<file path="config.mk">
export PLATFORM = sky130hd
export DESIGN_NAME = net_router_output_ctrl_flat
export DESIGN_NICKNAME = d
export VERILOG_FILES = /design/src/rtl/net_router_output_ctrl_pkg.sv /design/src/rtl/net_router_output_ctrl_if.sv /design/src/rtl/net_rr_arb_core.sv /design/src/rtl/net_router_output_ctrl.sv /design/src/flat_wrapper.sv
export SDC_FILE = /design/constraint.sdc
export NUM_CORES = 1
export LEC_CHECK = 0
export CORE_MARGIN = 3
export CORE_UTILIZATION = 65
export DETAILED_ROUTE_END_ITERATION = 7
export DONT_BUFFER_PORTS = 1
export PLACE_DENSITY = 0.8
export REMOVE_ABC_BUFFERS = 1
export SLEW_MARGIN = 30
export SYNTH_ARGS = -nofsm -noshare
export SYNTH_HDL_FRONTEND = slang
export SYNTH_SLANG_ARGS = --single-unit
</file>
<file path="constraint.sdc">
create_clock -name clk -period 2.6 [get_ports clk]
set_input_delay 0.39 -clock clk [delete_from_list [all_inputs] [get_ports clk]]
set_output_delay 0.39 -clock clk [all_outputs]
set_load 0.005 [all_outputs]
</file>
<file path="src/rtl/net_router_output_ctrl_pkg.sv">
// Shared constants for the ring router output controllers: port indices,
// default requester count, counter width and the select-width helper.
package net_router_output_ctrl_pkg;

   // Bit positions in the 3'b100/010/001 request encoding
   localparam int c_port_fwd  = 0;
   localparam int c_port_term = 1;
   localparam int c_port_bwd  = 2;

   localparam int c_num_reqs_dflt = 3;
   localparam int c_count_nbits   = 16;

   // Keep the select at least one bit wide so a single-requester build stays legal
   function automatic int sel_nbits(input int n);
      return (n > 1) ? $clog2(n) : 1;
   endfunction

endpackage

</file>
<file path="src/rtl/net_router_output_ctrl_if.sv">
// Request/grant/select and output handshake bundle between the input
// controllers, the crossbar and one output port controller.
interface net_router_output_ctrl_if
   import net_router_output_ctrl_pkg::*;
#(
   parameter int p_num_reqs = c_num_reqs_dflt
);
   localparam int c_sel_nbits = sel_nbits(p_num_reqs);

   logic [p_num_reqs-1:0]  reqs;
   logic [p_num_reqs-1:0]  grants;
   logic [c_sel_nbits-1:0] sel;
   logic                   out_val;
   logic                   out_rdy;

   modport master (output reqs, output out_rdy, input grants, input sel, input out_val);
   modport slave  (input reqs, input out_rdy, output grants, output sel, output out_val);
endinterface

</file>
<file path="src/rtl/net_rr_arb_core.sv">
// Combinational rotating-priority scan: picks the first request at or above
// the one-hot prio position, wrapping past the top bit.
module net_rr_arb_core
   import net_router_output_ctrl_pkg::*;
#(
   parameter int p_num_reqs = c_num_reqs_dflt,
   localparam int c_sel_nbits = sel_nbits(p_num_reqs)
)(
   input  logic [p_num_reqs-1:0]  reqs,
   input  logic [p_num_reqs-1:0]  prio,
   output logic [p_num_reqs-1:0]  win,
   output logic [c_sel_nbits-1:0] win_idx
);

   logic [c_sel_nbits-1:0] base;
   logic                   found;
   int                     idx;

   always_comb begin
      base = '0;
      for (int i = 0; i < p_num_reqs; i++)
         if (prio[i]) base = c_sel_nbits'(i);
      win     = '0;
      win_idx = '0;
      found   = 1'b0;
      idx     = 0;
      for (int k = 0; k < p_num_reqs; k++) begin
         idx = (int'(base) + k) % p_num_reqs;
         if (!found && reqs[idx]) begin
            found        = 1'b1;
            win[idx]     = 1'b1;
            win_idx      = c_sel_nbits'(idx);
         end
      end
   end

endmodule

</file>
<file path="src/rtl/net_router_output_ctrl.sv">
// Output port controller: round-robin grant, crossbar select, output
// handshake and a saturating delivered-message counter.
module net_router_output_ctrl
   import net_router_output_ctrl_pkg::*;
#(
   parameter int p_num_reqs    = c_num_reqs_dflt,
   parameter int p_count_nbits = c_count_nbits
)(
   input  logic                     clk,
   input  logic                     reset,
   net_router_output_ctrl_if.slave  bus,
   input  logic                     count_clear,
   output logic [p_count_nbits-1:0] count
);
   localparam int c_sel_nbits = sel_nbits(p_num_reqs);

   logic [p_num_reqs-1:0]  prio;
   logic [p_num_reqs-1:0]  prio_nxt;
   logic [p_num_reqs-1:0]  win;
   logic [c_sel_nbits-1:0] win_idx;
   logic                   xfer;

   net_rr_arb_core #(.p_num_reqs(p_num_reqs)) u_arb (
      .reqs    (bus.reqs),
      .prio    (prio),
      .win     (win),
      .win_idx (win_idx)
   );

   // Single-flit messages: valid is just "anyone wants this output"
   assign bus.out_val = |bus.reqs;
   assign xfer        = bus.out_val & bus.out_rdy;
   assign bus.grants  = xfer ? win : '0;
   assign bus.sel     = win_idx;

   // Winner drops to lowest priority after it transfers
   always_comb begin
      prio_nxt = '0;
      for (int i = 0; i < p_num_reqs; i++)
         prio_nxt[(i + 1) % p_num_reqs] = win[i];
   end

   always_ff @(posedge clk) begin
      if (reset) begin
         prio  <= p_num_reqs'(1);
         count <= '0;
      end else begin
         if (xfer) prio <= prio_nxt;
         if (count_clear)
            count <= '0;
         else if (xfer && count != '1)
            count <= count + p_count_nbits'(1);
      end
   end

endmodule

</file>
<file path="src/flat_wrapper.sv">
// flat-port wrapper written by rule: the top's interface ports become plain ports
module net_router_output_ctrl_flat import net_router_output_ctrl_pkg::*;
#(
   parameter int p_num_reqs    = c_num_reqs_dflt,
   parameter int p_count_nbits = c_count_nbits
)
  (clk, reset, count_clear, count, bus_reqs, bus_out_rdy, bus_grants, bus_sel, bus_out_val);
  net_router_output_ctrl_if #(.p_num_reqs(p_num_reqs)) bus_i ();
  input  logic clk;
  input  logic reset;
  input  logic count_clear;
  output logic [p_count_nbits-1:0] count;
  input wire logic [$bits(bus_i.reqs)-1:0] bus_reqs;
  input wire logic [$bits(bus_i.out_rdy)-1:0] bus_out_rdy;
  output wire logic [$bits(bus_i.grants)-1:0] bus_grants;
  output wire logic [$bits(bus_i.sel)-1:0] bus_sel;
  output wire logic [$bits(bus_i.out_val)-1:0] bus_out_val;
  assign bus_i.reqs = bus_reqs;
  assign bus_i.out_rdy = bus_out_rdy;
  assign bus_grants = bus_i.grants;
  assign bus_sel = bus_i.sel;
  assign bus_out_val = bus_i.out_val;
  net_router_output_ctrl #(.p_num_reqs(p_num_reqs), .p_count_nbits(p_count_nbits)) u_core (.clk(clk), .reset(reset), .bus(bus_i), .count_clear(count_clear), .count(count));
endmodule
</file>
==> run_results.csv <==
group,metric,value,unit
timing,final-max-slew-violation-count,0,
die,design.die.area,2010,sq um
power_and_ir_drop,comb_power_share,5.9,%
power_and_ir_drop,seq_power_share,63.6,%
yosys,library_cell_occupying_the_most_area_in_the_post_synthesis_netlist,"sky130_fd_sc_hd__dfxtp_1",
die,floorplan.io_pins,29,
finish,design.final.nets,131,
power_and_ir_drop,netSwitchingFraction,22.9,%
yosys,synth-compound-area-share,26.8,%
power_and_ir_drop,power.clock.fraction,30.5,%
clock_tree,cts_setup_buffers,0,
yosys,netlist_instances,120,
setup_path,path_max_fanout,7,
setup_path,reg2reg_slack,0.60,ns
clock_tree,cts.repair.resized,0,
setup_path,crit_path_start_kind,"flop",
timing,final-hold-violation-count,0,
yosys,synth-seq-cells,18,
setup_path,worst_ep_arrival_time,2.22,ns
yosys,postSynth.topFlopCell,"sky130_fd_sc_hd__dfxtp_1",
yosys,post_synth_fa_ha_maj_area_fraction,1.28,%
route,drt_pass1_iterations,4,
route,route.vias.total,1010,
timing,fin_worst_skew,0.00548,ns
yosys,synth_top_family_by_area,"simple AND/OR/NAND/NOR gates",
yosys,yosys-mux-area-fraction,0,%
yosys,synth_sequential_area_ratio,36.7,%
yosys,netlist_area_pre_place,981,sq um
finish,final_layout_size_suffix_gt1_share,6.61,%
setup_path,critical_path_class,"reg2reg",
die,die-width,44.8,um
global_routing,wire_length_of_the_first_global_routing_pass,3860,um
route,wirelength,2340,um
clock_tree,clock-root-buffer,"sky130_fd_sc_hd__clkbuf_4",
route,drc_errors,0,
hold_path,hold_class,"in2reg",
finish,flow.area_growth_from_synthesis,3.95,%
yosys,ys_types,31,
global_routing,antenna_found_initial,0,
clock_tree,ctsLongestPathBuffers,2,
global_routing,first_global_vias,870,
power_and_ir_drop,power.ir.vdd_worst,0.242,mV
timing,fin_hold_ws,0.150,ns
power_and_ir_drop,power.density,434,nW/um^2
setup_path,critical_path.endpoint_type,"flop",
yosys,synth_common_cells,"sky130_fd_sc_hd__dfxtp_1 (18), sky130_fd_sc_hd__a21oi_1 (12)",
route,drt-initial-drc-count,33,
global_routing,global_route.overflow_total,0,
status,outcome,"completed",
global_routing,grt.total_usage,25.5,%
route,vias_per_cell,7.43,
setup_path,data_required_time_at_the_worst_endpoint,2.82,ns
timing,period_share,76.8,%
timing,worst_slew_pin_slew,0.484,ns
route,routed_wire_length_per_instance,17.2,um
timing,worst_slew_margin_rel,67.4,%
die,std_cell_rows,13,
yosys,syn-mean-instance-area,8.17,sq um
clock_tree,clkTransAtPathRegs,0.10,ns
finish,final_core_util,75.5,%
flow_run,cap_violations,0,
timing,max_freq,501,MHz
yosys,top_post_synthesis_cells_by_area,"sky130_fd_sc_hd__dfxtp_1 (37%), sky130_fd_sc_hd__a21oi_1 (6.1%), sky130_fd_sc_hd__o31ai_1 (5.4%), sky130_fd_sc_hd__or4_1 (5.4%), sky130_fd_sc_hd__nand3_1 (3.6%)",
yosys,asyncSetResetFlopFracSynth,0,%
yosys,synth_xor_xnor_area_share,0,%
route,final_antenna_net_count,0,
clock_tree,cts.sinks,18,
die,initial_core_util,72.7,%
finish,antenna_diode_count,0,
yosys,synth-edff-count,0,
place,gp_congestion,0.864,
clock_tree,insertion_delay,0.29,ns
power_and_ir_drop,static-leakage-power,0.000317,uW
global_routing,grt_start_max_net_pins,16,
timing,timing.final.crit_period,2.00,ns
timing,setup-tns-final,0,ns
clock_tree,h-tree-depth,1,
clock_tree,tritoncts,"built",
place,input_output_buffers,0,
power_and_ir_drop,netSwitchingPower,101,uW
die,placeableCoreArea,1350,sq um
clock_tree,cts-buffers-inserted,3,
power_and_ir_drop,p_int,341,uW
timing,unrepaired_setup_endpoints_after_global_routing,"no",
yosys,yosys.cell_count.top_type,"sky130_fd_sc_hd__dfxtp_1",
clock_tree,cts-hold-fix-buffers,0,
yosys,synthDominantCellAreaShare,36.7,%
die,die-height,44.8,um
place,post-dp-hpwl,1660,um
yosys,synth-simple-area-share,31.9,%
timing,setup_viol,0,
yosys,yosysWarnings,0,
## path summary, 6_finish.rpt
path	startpoint	to	cells after the start
worst min-delay path	reset	u_core.prio[1]	1
worst max register to register	u_core.count[0]	u_core.count[2]	5
worst min register to register	u_core.prio[1]	u_core.prio[1]	2
worst max-delay path	u_core.count[0]	u_core.count[2]	5
## state kept, by name, summed over array words and instances (netlist names)
name	flops
u_core.count	16
u_core.prio	2
## cell families after synthesis
family          Yosys count
compound gates           40
fa+ha+maj                 1
buf+inv                   8
flops                    18
simple gates             53
## routing by layer
| layer | wire length [um] | up-vias | track usage [%] |
|---|---|---|---|
| met5 | 0 | - | 0 |
| met4 | 68 | 0 | 12.9 |
| met3 | 136 | 9 | 5.98 |
| met2 | 1070 | 42 | 39.0 |
| met1 | 1070 | 479 | 33.6 |
| li1 | - | 480 | - |
## layout by cell type (no fill, tap or decap), types with 3 or more instances in the layout
master	netlist	final
sky130_fd_sc_hd__and3_1	4	4
sky130_fd_sc_hd__a21oi_1	12	12
sky130_fd_sc_hd__dfxtp_1	18	18
sky130_fd_sc_hd__clkbuf_4	0	3
sky130_fd_sc_hd__nand4_1	3	3
sky130_fd_sc_hd__or4_1	7	7
sky130_fd_sc_hd__o31ai_1	7	7
sky130_fd_sc_hd__inv_1	4	4
sky130_fd_sc_hd__o21a_1	4	4
sky130_fd_sc_hd__nand3_1	7	7
sky130_fd_sc_hd__o211ai_1	3	3
sky130_fd_sc_hd__and4_1	3	3
sky130_fd_sc_hd__o311ai_0	3	3
sky130_fd_sc_hd__o21ai_0	5	5
sky130_fd_sc_hd__nor3_1	5	5
sky130_fd_sc_hd__nor2_1	6	6
sky130_fd_sc_hd__nand2_1	7	7
## worst max-delay path, stage by stage (launching register included)
cell,delay [ns]
sky130_fd_sc_hd__dfxtp_1,0.47
sky130_fd_sc_hd__ha_1,0.27
sky130_fd_sc_hd__nand4_1,0.20
sky130_fd_sc_hd__or4_1,0.60
sky130_fd_sc_hd__and4_1,0.23
sky130_fd_sc_hd__nor3_1,0.15
## area by class of cell
class | count | area [sq um]
fillers | 103 | 330
flip-flops and latches | 18 | 360
inverters | 4 | 15.0
multi-input cells | 94 | 588
well taps | 15 | 18.8
repair buffers | 2 | 15.0
clock buffers | 3 | 22.5
## power by group through the flow
stage | clock, uW | sequential, uW | combinational, uW
2_1_floorplan | 0 | 287 | 20.7
3_3_place_gp | 0 | 288 | 25.0
3_5_place_dp | 0 | 288 | 25.5
4_1_cts | 138 | 281 | 25.6
5_1_grt | 148 | 282 | 29.0
6_report | 135 | 282 | 26.0
## through the flow
| stage | worst slack (ns) | instance area (sq um) | std cells | power [uW] |
|---|---|---|---|---|
| floorplan | 0.839 | 963 | 116 | 308 |
| global placement | 0.761 | 997 | 133 | 312 |
| detailed placement | 0.668 | 997 | 133 | 313 |
| CTS | 0.619 | 1020 | 136 | 445 |
| global route | 0.418 | 1020 | 136 | 459 |
| finish | 0.604 | 1020 | 136 | 443 |
Power figures use the tool's default switching activity.
==> variant (same settings) <==
Set the package constant `c_num_reqs_dflt` to 6 (it was 3).
--- a/src/rtl/net_router_output_ctrl_pkg.sv
+++ b/src/rtl/net_router_output_ctrl_pkg.sv
@@ -8,5 +8,5 @@
    localparam int c_port_bwd  = 2;
 
-   localparam int c_num_reqs_dflt = 3;
+   localparam int c_num_reqs_dflt = 6;
    localparam int c_count_nbits   = 16;
 
Ports: changed (resized bus_grants, bus_reqs and bus_sel); port bits go from 29 to 36. No check against the original RTL was run, so the function may have changed too.
==> variant against the original RTL <==
  * The run now fails in clock tree synthesis
  * Synthesized area increased to 2.8 times the old value
==> variant: results (changes against the original RTL) <==
| Metric | Value |
|---|---|
| Status | `did not finish` |
| Exit stage | `clock tree synthesis` |
| Error msg | `[ERROR DPL-0033] detailed placement checks failed during check placement.` |
| Post-CTS setup buffer count | `11 (+11)` |
| Post-synth top cells | `nor2_1, nand2_1, dfxtp_1` |
| Post-synth cell types | `73 (+140%)` |
| Synth Instances | `385 (+220%)` |
| # clock sinks | `21 (+3)` |
| Post-DP HPWL | `8.09 mm (+390%)` |
| Clock root buffer | `clkbuf_8` |
| Placed cell count | `519 (+290%)` |
| CTS resizes | `79 (+79)` |
| Clk buf depth | `2 (unchanged)` |
| Area contributors post-synth | `dfxtp_1, ha_1, nor2_1` |
| Ys async rst share | `0 (unchanged)` |
| Register area share after synthesis | `0.153 (-0.215)` |
| Num CTS Buffers | `3 (unchanged)` |
| Dpl ws | `-1.40 ns (-2.07 ns)` |
| GPL Wtd Cong | `1.08 (+25%)` |
| Port buffer count | `0 (unchanged)` |
| Max H-tree Level | `1 (unchanged)` |
| Syn. warnings | `0 (unchanged)` |
| Most common flop cell mapped by yosys | `dfxtp_1` |
variant: stage by stage:
step                cell area [um^2]  setup TNS, ns
floorplan                       2670         -25.14
global placement                3510         -15.54
detailed placement              3510         -17.32
variant: logic make-up after synthesis:
logic type / after synthesis / share of synthesized area
DFF: 21 / 0.153
xor gates and xnor gates: 17 / 0.0568
adders and majority gates: 16 / 0.0727
AOI/OAI and AO/OA: 106 / 0.284
and+or+nand+nor: 178 / 0.345
muxes: 7 / 0.0300
buffers and inverters: 40 / 0.0590
